## src/rtl/pipe_hazard_ctrl.sv

```systemverilog
// pipe_hazard_ctrl: stall, flush and forward controller for the 5-stage MIPS pipeline.
// Optional macro PIPE_FWD_EN: forwarding from MEM/WB with load-use-only stalls;
// without it, every RAW hazard against EXE or MEM stalls and fwd_a/fwd_b stay 00.
// Ports:
//   clk, rst                 clock (rising edge), asynchronous active-low reset
//   id_src1/2, id_src2_used  source registers of the instruction in ID
//   exe_*                    destination, write-back, load flag and sources in EXE
//   br_taken                 branch taken, resolved in EXE
//   mem_dest/mem_wb_en       destination of the instruction in MEM
//   mem_req/mem_ready        data-memory handshake
//   wb_dest/wb_wb_en         destination of the instruction in WB
//   pc_stall .. memwb_bubble pipeline register hold/flush/bubble controls
//   fwd_a/fwd_b              EXE operand selects: 00 regfile, 01 MEM, 10 WB
//   err                      sticky memory-wait watchdog error
//   stall_count              saturating count of stalled cycles in RUN/MEM_WAIT
module pipe_hazard_ctrl #(
    parameter int BOOT_CYCLES = 2,
    parameter int MEM_TIMEOUT = 64,
    parameter int CNT_W       = 32
) (
    input  logic             clk,
    input  logic             rst,
    input  logic [4:0]       id_src1,
    input  logic [4:0]       id_src2,
    input  logic             id_src2_used,
    input  logic [4:0]       exe_dest,
    input  logic             exe_wb_en,
    input  logic             exe_mem_read,
    input  logic [4:0]       exe_src1,
    input  logic [4:0]       exe_src2,
    input  logic             br_taken,
    input  logic [4:0]       mem_dest,
    input  logic             mem_wb_en,
    input  logic             mem_req,
    input  logic             mem_ready,
    input  logic [4:0]       wb_dest,
    input  logic             wb_wb_en,
    output logic             pc_stall,
    output logic             ifid_stall,
    output logic             ifid_flush,
    output logic             idexe_bubble,
    output logic             exe_freeze,
    output logic             memwb_bubble,
    output logic [1:0]       fwd_a,
    output logic [1:0]       fwd_b,
    output logic             err,
    output logic [CNT_W-1:0] stall_count
);
    localparam int BW = $clog2(BOOT_CYCLES + 1);
    localparam int WW = $clog2(MEM_TIMEOUT + 2);
    typedef enum logic [1:0] {BOOT, RUN, MEM_WAIT, ERROR} state_t;
    state_t state, state_nx;
    logic [BW-1:0] boot_cnt;
    logic [WW-1:0] wait_cnt;
    logic mem_stall, hazard, boot, frz, act, ex_hit;
    // Register 0 is hard-wired to zero, so it never creates a dependency.
    function automatic logic hit(input logic [4:0] a, input logic [4:0] b);
        return a != 5'd0 && a == b;
    endfunction
    assign mem_stall = mem_req & ~mem_ready;
    assign ex_hit = hit(id_src1, exe_dest) | (id_src2_used & hit(id_src2, exe_dest));
`ifdef PIPE_FWD_EN
    function automatic logic [1:0] fsel(input logic [4:0] s);
        return hit(s, mem_dest) && mem_wb_en ? 2'b01 : hit(s, wb_dest) && wb_wb_en ? 2'b10 : 2'b00;
    endfunction
    logic unused_fwd;
    assign unused_fwd = 1'b0;
    assign hazard = exe_mem_read & exe_wb_en & ex_hit;
    assign fwd_a = boot ? 2'b00 : fsel(exe_src1);
    assign fwd_b = boot ? 2'b00 : fsel(exe_src2);
`else
    logic unused_fwd;
    assign unused_fwd = ^{exe_mem_read, exe_src1, exe_src2, wb_dest, wb_wb_en};
    assign hazard = (exe_wb_en & ex_hit) |
                    (mem_wb_en & (hit(id_src1, mem_dest) | (id_src2_used & hit(id_src2, mem_dest))));
    assign fwd_a = 2'b00;
    assign fwd_b = 2'b00;
`endif
    // Memory stalls outrank branches and data hazards; ERROR keeps the pipe frozen.
    assign boot = state == BOOT;
    assign frz = state == ERROR || (!boot && mem_stall);
    assign act = (state == RUN || state == MEM_WAIT) && !mem_stall;
    assign pc_stall = boot | frz | (act & ~br_taken & hazard);
    assign ifid_stall = frz | (act & ~br_taken & hazard);
    assign ifid_flush = boot | (act & br_taken);
    assign idexe_bubble = boot | (act & (br_taken | hazard));
    assign exe_freeze = frz;
    assign memwb_bubble = boot | frz;
    always_comb begin
        state_nx = state;
        case (state)
            BOOT:     state_nx = boot_cnt == BW'(BOOT_CYCLES - 1) ? RUN : BOOT;
            RUN:      state_nx = mem_stall ? MEM_WAIT : RUN;
            MEM_WAIT: state_nx = !mem_stall ? RUN :
                                 (MEM_TIMEOUT != 0 && wait_cnt == WW'(MEM_TIMEOUT)) ? ERROR : MEM_WAIT;
            default:  state_nx = ERROR;
        endcase
    end
    always_ff @(posedge clk or negedge rst) begin
        if (!rst) begin
            state <= BOOT;
            boot_cnt <= '0;
            wait_cnt <= '0;
            err <= 1'b0;
            stall_count <= '0;
        end else begin
            state <= state_nx;
            boot_cnt <= boot ? boot_cnt + BW'(1) : boot_cnt;
            wait_cnt <= state == RUN && mem_stall ? WW'(1) :
                        state == MEM_WAIT && mem_stall && !(&wait_cnt) ? wait_cnt + WW'(1) : wait_cnt;
            err <= err | (state_nx == ERROR);
            if ((state == RUN || state == MEM_WAIT) && pc_stall && !(&stall_count))
                stall_count <= stall_count + CNT_W'(1);
        end
    end
endmodule

```

## config.mk

```make
export PLATFORM = sky130hd
export DESIGN_NAME = pipe_hazard_ctrl
export DESIGN_NICKNAME = d
export VERILOG_FILES = /design/src/rtl/pipe_hazard_ctrl.sv
export SDC_FILE = /design/constraint.sdc
export NUM_CORES = 1
export LEC_CHECK = 0
export BUFFER_PORTS_ARGS = -buffer_cell sky130_fd_sc_hd__buf_2
export CAP_MARGIN = 20
export CORE_UTILIZATION = 50
export CTS_CLUSTER_SIZE = 10
export DETAILED_ROUTE_END_ITERATION = 7
export PLACE_DENSITY = 0.79
export SETUP_SLACK_MARGIN = 0.4
export SLEW_MARGIN = 5
export SYNTH_ARGS = -nofsm -noshare
export SYNTH_HDL_FRONTEND = slang
export SYNTH_SLANG_ARGS = --single-unit
```

## constraint.sdc

```tcl
create_clock -name clk -period 3 [get_ports clk]
set_clock_uncertainty 0.15 [all_clocks]
set_input_delay 0.45 -clock clk [delete_from_list [all_inputs] [get_ports clk]]
set_output_delay 0.45 -clock clk [all_outputs]
set_load 0.1 [all_outputs]
```

* Word level (Yosys, flattened, before mapping)
Cells that the tools add are included.
** Word-level totals
- Bits of input ports :: 45
- Memory bits (writable) :: 0
- Word-level logic and storage cells :: 69
- Memories :: 0
- Flip-flop bits (word level) :: 44
- Bits in latches :: 0
- Memory bits (read-only) :: 0
** Operators by class
- Reductions and logical operators :: 23
- Bitwise logic cells :: 21
- Eq/ne operators :: 10
- Order comparisons :: 0
- Shift operators :: 0
- Divide/modulo/power cells :: 0
- Multipliers :: 0
- $add $sub $neg :: 3
- Multiplexer cells :: 7
** Operators with widths (number)
- 32-bit by 1-bit adder with 32-bit output (second input constant) :: 1
- 32-bit AND reduction :: 1
- 5-bit equality test :: 4
- 7-bit 2-to-1 mux :: 2
- 1-bit logical AND :: 11
- 1-bit bitwise OR :: 10
- 5-bit nonzero test :: 2
- 1-bit AND :: 9
- 7-bit by 1-bit adder with 7-bit output (second input constant) :: 1
- 7-bit equality test (second input constant) :: 1
- 7-bit AND reduction :: 1
- 2-bit equality test (second input constant) :: 3
- 2-bit case mux with 3 select lines :: 1
- 2-bit by 1-bit equality test with 1-bit output (second input constant) :: 2
- 1-bit zero test :: 4
- 2-bit 2-to-1 mux :: 2
- 2-bit by 1-bit adder with 2-bit output (second input constant) :: 1
- 2-bit zero test :: 1
- 1-bit logical OR :: 2
- 1-bit 2-to-1 mux :: 2
- 1-bit NOT :: 2
- 2-bit nonzero test :: 1

* Logic depth before layout (Yosys ltp)
Gate-level depths: netlist of the first run.
- Word-level depth :: 10
- Mapped depth :: 9
- Mapped depth without buffers :: 8

* Least setup slack after synthesis of the first run
No wires, ideal clock.
- Path kind :: register to output
- Start point :: reg state[0]
- End point :: out ifid_stall
- Cell stages (with the launch flop) :: 5
- Setup slack :: -0.382 ns
- Path buffers :: 0
- Arrival time :: 2.782 ns
- Data required time :: 2.400 ns
- Cell sequence :: dfrtp_1 inv_1 ha_1 o21bai_1 or2_2
** RTL lines
- start, declared :: line 52 : state_t state, state_nx;
- start signal, assigned :: line 107 : state <= state_nx;
- 2-bit zero test :: line 80 : assign boot = state == BOOT;
- 1-bit zero test :: line 81 : assign frz = state == ERROR || (!boot && mem_stall);
- 1-bit logical AND :: line 81
- 1-bit logical OR * :: line 81
- named net exe_freeze :: line 42 : output logic exe_freeze,
- 1-bit bitwise OR * :: line 84 : assign ifid_stall = frz | (act & ~br_taken & hazard);
- end, declared :: line 39 : output logic ifid_stall,
The timed path passes the listed nets; every way through them passes the cells marked *.

* Final worst setup path of the first run
- Start point :: in id_src2[2]
- End point :: out ifid_stall
** On the way
- Cells in the longest elaborated chain, start to end :: 8
** RTL lines
- start, declared :: line 24 : input logic [4:0] id_src2,
- 5-bit equality test or 5-bit nonzero test (tied branches) :: line 58 : return a != 5'd0 && a == b;
- 1-bit logical AND :: line 58
- 1-bit AND, on equally long branches :: line 61, 75
- 1-bit bitwise OR, on equally long branches :: line 61, 75
- 1-bit AND, on equally long branches :: line 74, 75
- 1-bit bitwise OR * :: line 74 : assign hazard = (exe_wb_en & ex_hit) |
- 1-bit AND * :: line 84
- 1-bit bitwise OR * :: line 84
Mark *: on every way between the ends. The rest lies on a longest branch, timed or not.

==> metrics, run 1 <==
status finished, final reports clean; Clock power frac 0.143; # DRC 0; CTS tree done; Net Sw Frac 0.5153; first-pass GRT wire length 9280 µm; RSZ-0062 raised after global routing true; ratio of cells with drive above 1 in the final layout 0.3817; kind of critical path input pin to output pin; Placement Cell Area 3024 µm²; final worst path period need around 2.8 ns; reg2reg setup slack between 0.4 and 0.5 ns; relative slew slack 0.3628; EDFF count, synth 0; hold_buf cts 0; Setup crit start kind input pin; setup_tns 0 ns; CTS root buf clkbuf_8; DR WL/cell 14.33 µm; Post-synth ARST share 1.000; Die Area about 5300 µm²; most common cell after layout, fill and taps aside buf_2; final setup margin 0.2252 ns; internal power about 0.0013 W; Pre-Repair DR Iteration Count 4; synth top area cells dfrtp_1, xor2_1, xnor2_1; Starting DRT DRC Count between 100 and 150; maximum vdd ir drop between 900 and 1000 µV; pin count of the biggest net entering global routing between 40 and 50; distinct cell type count after synthesis 38; ANT cells 0; final weighted congestion in routability-driven placement 0.9474; CTS sink cnt 44; port buffer count 66; prevailing post-synth register cell dfrtp_1; Synth Register Bits 44; dpl hpwl 3968 µm; routed wire length 5803 µm; fin crit share 0.9249; CTS buffer count 5; top cell type by total area after synthesis dfrtp_1; routed via count 2,176; Final Hold Viols 0; post-synthesis sequential area ratio 0.4374; Syn Std Cell Area 2517 µm²; maxcap violations 0; most frequent cells in the layout buf_2, xor2_1, nor2_1; site row count 25; Max Freq 0.3604 GHz; Power Dens Cells 818.4 nW/µm²; sequential share of power 0.289; die height between 70 and 80 µm; worst-path maximum fanout 3; syn avg cell area 9.645 µm²; worst reg2reg path depth 8; Leak 1.597 nW; final setup fails 0; Reg-to-Reg End stall_count[30]; Final nets a little under 400; worst reg2reg path startpoint state[0]; Fill cells 366; number of global-route vias before repair 1,996; net switching power 0.001405 W; share of the synthesized area in the top cell type 0.4374; Synth Warn # 0; DP Worst Slack 0.09052 ns; Final ANT Viol Nets 0; # IOs 88; grt ovf 0; max-slew violation count 0; Area Overhead vs Synth 32.36%; H-tree level count 2; Max clock buf depth 2; actual slew at the worst max-slew pin around 0.96 ns; arrival time at the worst endpoint 2.17 ns; Tot GR Track Use 0.2264; final instance area 3332 µm²; CP Capture Type output pin; hold crit path type input pin to async pin; Combinational Power Share 0.568; vias per cell 5.373; initial antenna violation count 0; die span in x 72.96 µm; Skew-Pair Late Insertion Delay approximately 0.3 ns; Critical Path RT 2.40 ns; area of the core about 4800 µm²; Worst-path clk slew 0.08 ns; synthesized instance count 261; Initial Util 0.5260
==> synthesized netlist by cell type, drive strengths merged (2+ instances only) <==
library cell	count
dfrtp	44
or4	3
inv	9
ha	8
xnor2	17
nor3	9
and3	4
nand3	14
buf	6
nor4b	2
and4	2
nor4	9
nand4	10
or2	3
o21bai	2
nand2	18
clkbuf	2
mux2	2
or3	2
o21ai	8
xor2	37
a21oi	7
nor2	27
nand2b	3
nor3b	2
==> worst max-delay path, cell delays in order <==
cell and delay (ns):
buf_8 0.09, or4_4 0.54, o21ai_4 0.17, nor4_2 0.06, o21ai_1 0.19, a211oi_2 0.12
buf_4 0.15, or2_4 0.23, buf_12 0.16
==> layout make-up <==
| cell class | instances | area [µm²] | share of cell area |
|---|---|---|---|
| Clock buffer | 7 | 86.33 | 0.02591 |
| Sequential cell | 44 | 1161 | 0.3485 |
| Timing Repair Buffer | 74 | 474.2 | 0.1423 |
| Multi-Input combinational cell | 203 | 1485 | 0.4457 |
| Clock inverter | 1 | 7.507 | 0.002253 |
| Tap cell | 67 | 83.83 | 0.02516 |
| Inverter | 9 | 33.78 | 0.01014 |
==> power by group through the flow <==
stage / Combinational (W) / Clock [W] / Sequential [W]
detailed placement: 0.00142 / 0 / 0.000800
finish: 0.00155 / 0.000389 / 0.000789
global route: 0.00164 / 0.000414 / 0.000803
global placement: 0.00140 / 0 / 0.000794
CTS: 0.00152 / 0.000397 / 0.000789
floorplan: 0.000866 / 0 / 0.00110
==> per-stage QoR <==
step	hold WS, ns	util	power (W)	cells
floorplan	0.004409	-	0.001963	264
global placement	0.2877	0.6319	0.002189	394
detailed placement	0.3075	0.6319	0.002219	394
CTS	0.1738	0.6693	0.002704	403
global route	0.2343	0.6962	0.002853	405
finish	0.1439	0.6962	0.002727	405
==> registers in the layout, indices dropped and copies added (netlist names) <==
| name | flops |
|---|---|
| err | 1 |
| boot_cnt | 2 |
| wait_cnt | 7 |
| state | 2 |
| stall_count | 32 |
==> cell families after synthesis <==
family / share of synthesized area
XOR/XNOR: 0.1879
flip-flops: 0.4374
buffers and inverters: 0.03429
adder cells (fa/ha/maj): 0.03976
AND/OR/NAND/NOR: 0.2237
AO/OA/AOI/OAI: 0.06263
multiplexers: 0.01292
other: 0.001490
==> timing repair <==
| action | CTS | global route |
|---|---|---|
| setup endpoints to repair | 7 | 15 |
| pin swaps | 6 | 11 |
| resized for setup | 22 | 20 |
| setup buffers | 1 | 2 |
==> worst max path at each step <==
stage	slack, ns	cells after the start	end	startpoint
after floorplan	0.26	4	ifid_stall	state[0]
after global placement	0.08	8	ifid_stall	id_src2[1]
after detailed placement	0.09	8	ifid_stall	id_src2[1]
after CTS	0.32	8	pc_stall	id_src2[4]
after global routing	0.12	10	stall_count[30]	id_src2[0]
final	0.23	9	ifid_stall	id_src2[2]
==> routing by layer <==
metal	GRT usage	vias to the layer above	routed length [µm]
li1	-	1043	-
met1	0.2990	1051	2556
met2	0.3749	68	2885
met3	0.03591	14	220
met4	0.08715	0	141
met5	0	-	0
Note: power is estimated with default switching activity, not from simulation.
==> inputs of run 2 (changes only) <==
--- a/config.mk
+++ b/config.mk
@@ -7,9 +7,11 @@
 export LEC_CHECK = 0
 export BUFFER_PORTS_ARGS = -buffer_cell sky130_fd_sc_hd__buf_2
 export CAP_MARGIN = 20
+export CORE_ASPECT_RATIO = 1.75
 export CORE_UTILIZATION = 50
 export CTS_CLUSTER_SIZE = 10
 export DETAILED_ROUTE_END_ITERATION = 7
+export GPL_TIMING_DRIVEN = 0
 export PLACE_DENSITY = 0.79
 export SETUP_SLACK_MARGIN = 0.4
 export SLEW_MARGIN = 5
==> metrics, run 2 (synthesis results as in run 1) <==
final weighted congestion in routability-driven placement just over 0.8; Critical Path RT 3.05 ns; Most flops, register stall_count; initial antenna violation count 0; Area Overhead vs Synth 33.25%; final worst path period need ~2.7 ns; ratio of cells with drive above 1 in the final layout 0.3855; die span in x around 56 µm; pin count of the biggest net entering global routing between 40 and 50; biggest regs stall_count: 32 flops, wait_cnt: 7 flops; delay-heaviest family, CP simple AND/OR/NAND/NOR gates; CTS root buf clkbuf_8; setup_tns 0 ns; Worst-path clk slew ~0.08 ns; first-pass GRT wire length 9597 µm; Power Dens Cells 855.9 nW/µm²; relative slew slack 0.3653; fin crit share 0.9101; Starting DRT DRC Count 81; # IOs 88; die height about 96 µm; critical path, cell by cell buf_2 -> or4_1 -> nor2_2 -> nor4_1 -> o21ai_2 -> a211oi_2 -> buf_4 -> o21ai_4 -> or4_4 -> mux2_4; Worst path slowest cell or4_4; dpl hpwl 4111 µm; kind of critical path input pin to register; Die Area 5334 µm²; grt ovf 0; Final Hold Viols 0; Max Freq 0.3663 GHz; final setup fails 0; hold crit path type input pin to async pin; CTS tree done; most common cell after layout, fill and taps aside buf_2; worst-path maximum fanout 3; Tot GR Track Use 0.2331; vias per cell 5.531; routed via count between 2,000 and 2,500; DR WL/cell 14.89 µm; max-slew violation count 0; CTS buffer count 5; CTS sink cnt 44; area of the core 4748 µm²; arrival time at the worst endpoint 2.78 ns; Initial Util 0.5302; Critical path buffers and inverters 2; routed wire length between 5000 and 6000 µm; number of global-route vias before repair around 2,200; ANT cells 0; Max clock buf depth 2; Skew-Pair Late Insertion Delay ~0.31 ns; max FFs per register 32; Final ANT Viol Nets 0; CP peak stage delay approximately 0.53 ns; most frequent cells in the layout buf_2, xor2_1, nor2_1; Pre-Repair DR Iteration Count 4; RSZ-0062 raised after global routing true; site row count 33; hold_buf cts 0; port buffer count 66; status finished, final reports clean; actual slew at the worst max-slew pin 0.9521 ns; Setup crit start kind input pin; CP Capture Type register; fin util 0.7065; Final nets 397; Leak ~1.6 nW; H-tree level count 2; total power around 0.0029 W; maxcap violations 0; maximum vdd ir drop 1220 µV; # DRC 0
==> run 2: layout make-up <==
type | count | area (µm²)
well taps | 52 | 65.06
clock buffers | 6 | 82.58
flip-flops and latches | 44 | 1161
repair buffers | 73 | 462.9
clock inverters | 2 | 38.79
inverters | 9 | 33.78
fillers | 381 | 1394
plain buffers | 8 | 60.06
multi-input cells | 203 | 1450
==> run 2: worst paths after layout <==
check	start	cells past startpoint	slack, ns	end
min in group clk	err	1	0.31	err
setup reg to reg	state[0]	8	0.39	stall_count[30]
max in group asynchronous	rst	1	1.87	stall_count[11]
hold / removal	rst	1	0.14	stall_count[27]
setup / recovery	id_src1[1]	10	0.27	stall_count[30]
hold reg to reg	err	1	0.31	err
==> run 2: per-stage QoR <==
stage | cell area, µm² | hold WS (ns) | worst slack, ns | instances
final | 3354 | 0.1375 | 0.2697 | 397
after global routing | 3354 | 0.2221 | 0.1493 | 397
after global placement | 3015 | 0.2869 | 0.01703 | 382
after floorplan | 2620 | 0.004409 | 0.2641 | 264
after detailed placement | 3015 | 0.2934 | -0.02163 | 382
after CTS | 3292 | 0.1776 | 0.2918 | 394
==> run 2: power breakdown <==
group	internal (W)	total (W)	switching (W)	leakage, nW
clock network	0.000272	0.000486	0.000214	0.0614
logic	0.000484	0.00160	0.00112	1.04
registers	0.000701	0.000785	0.0000839	0.541
==> run 2: timing repair <==
action | in CTS | in global routing
gates cloned | 0 | 0
setup endpoints to repair | 6 | 26
buffers inserted | 4 | 3
hold endpoints to repair | 0 | 0
gates resized for setup | 31 | 8
pin swaps | 13 | 6
==> run 2: routing by layer <==
layer  vias to the layer above  global-route usage  wire [µm]
met5                         -                   0          0
met4                         0              0.1208        182
met3                        18             0.03629        197
met2                        60              0.4398       3297
met1                      1060              0.2483       2234
li1                       1058                   -          -
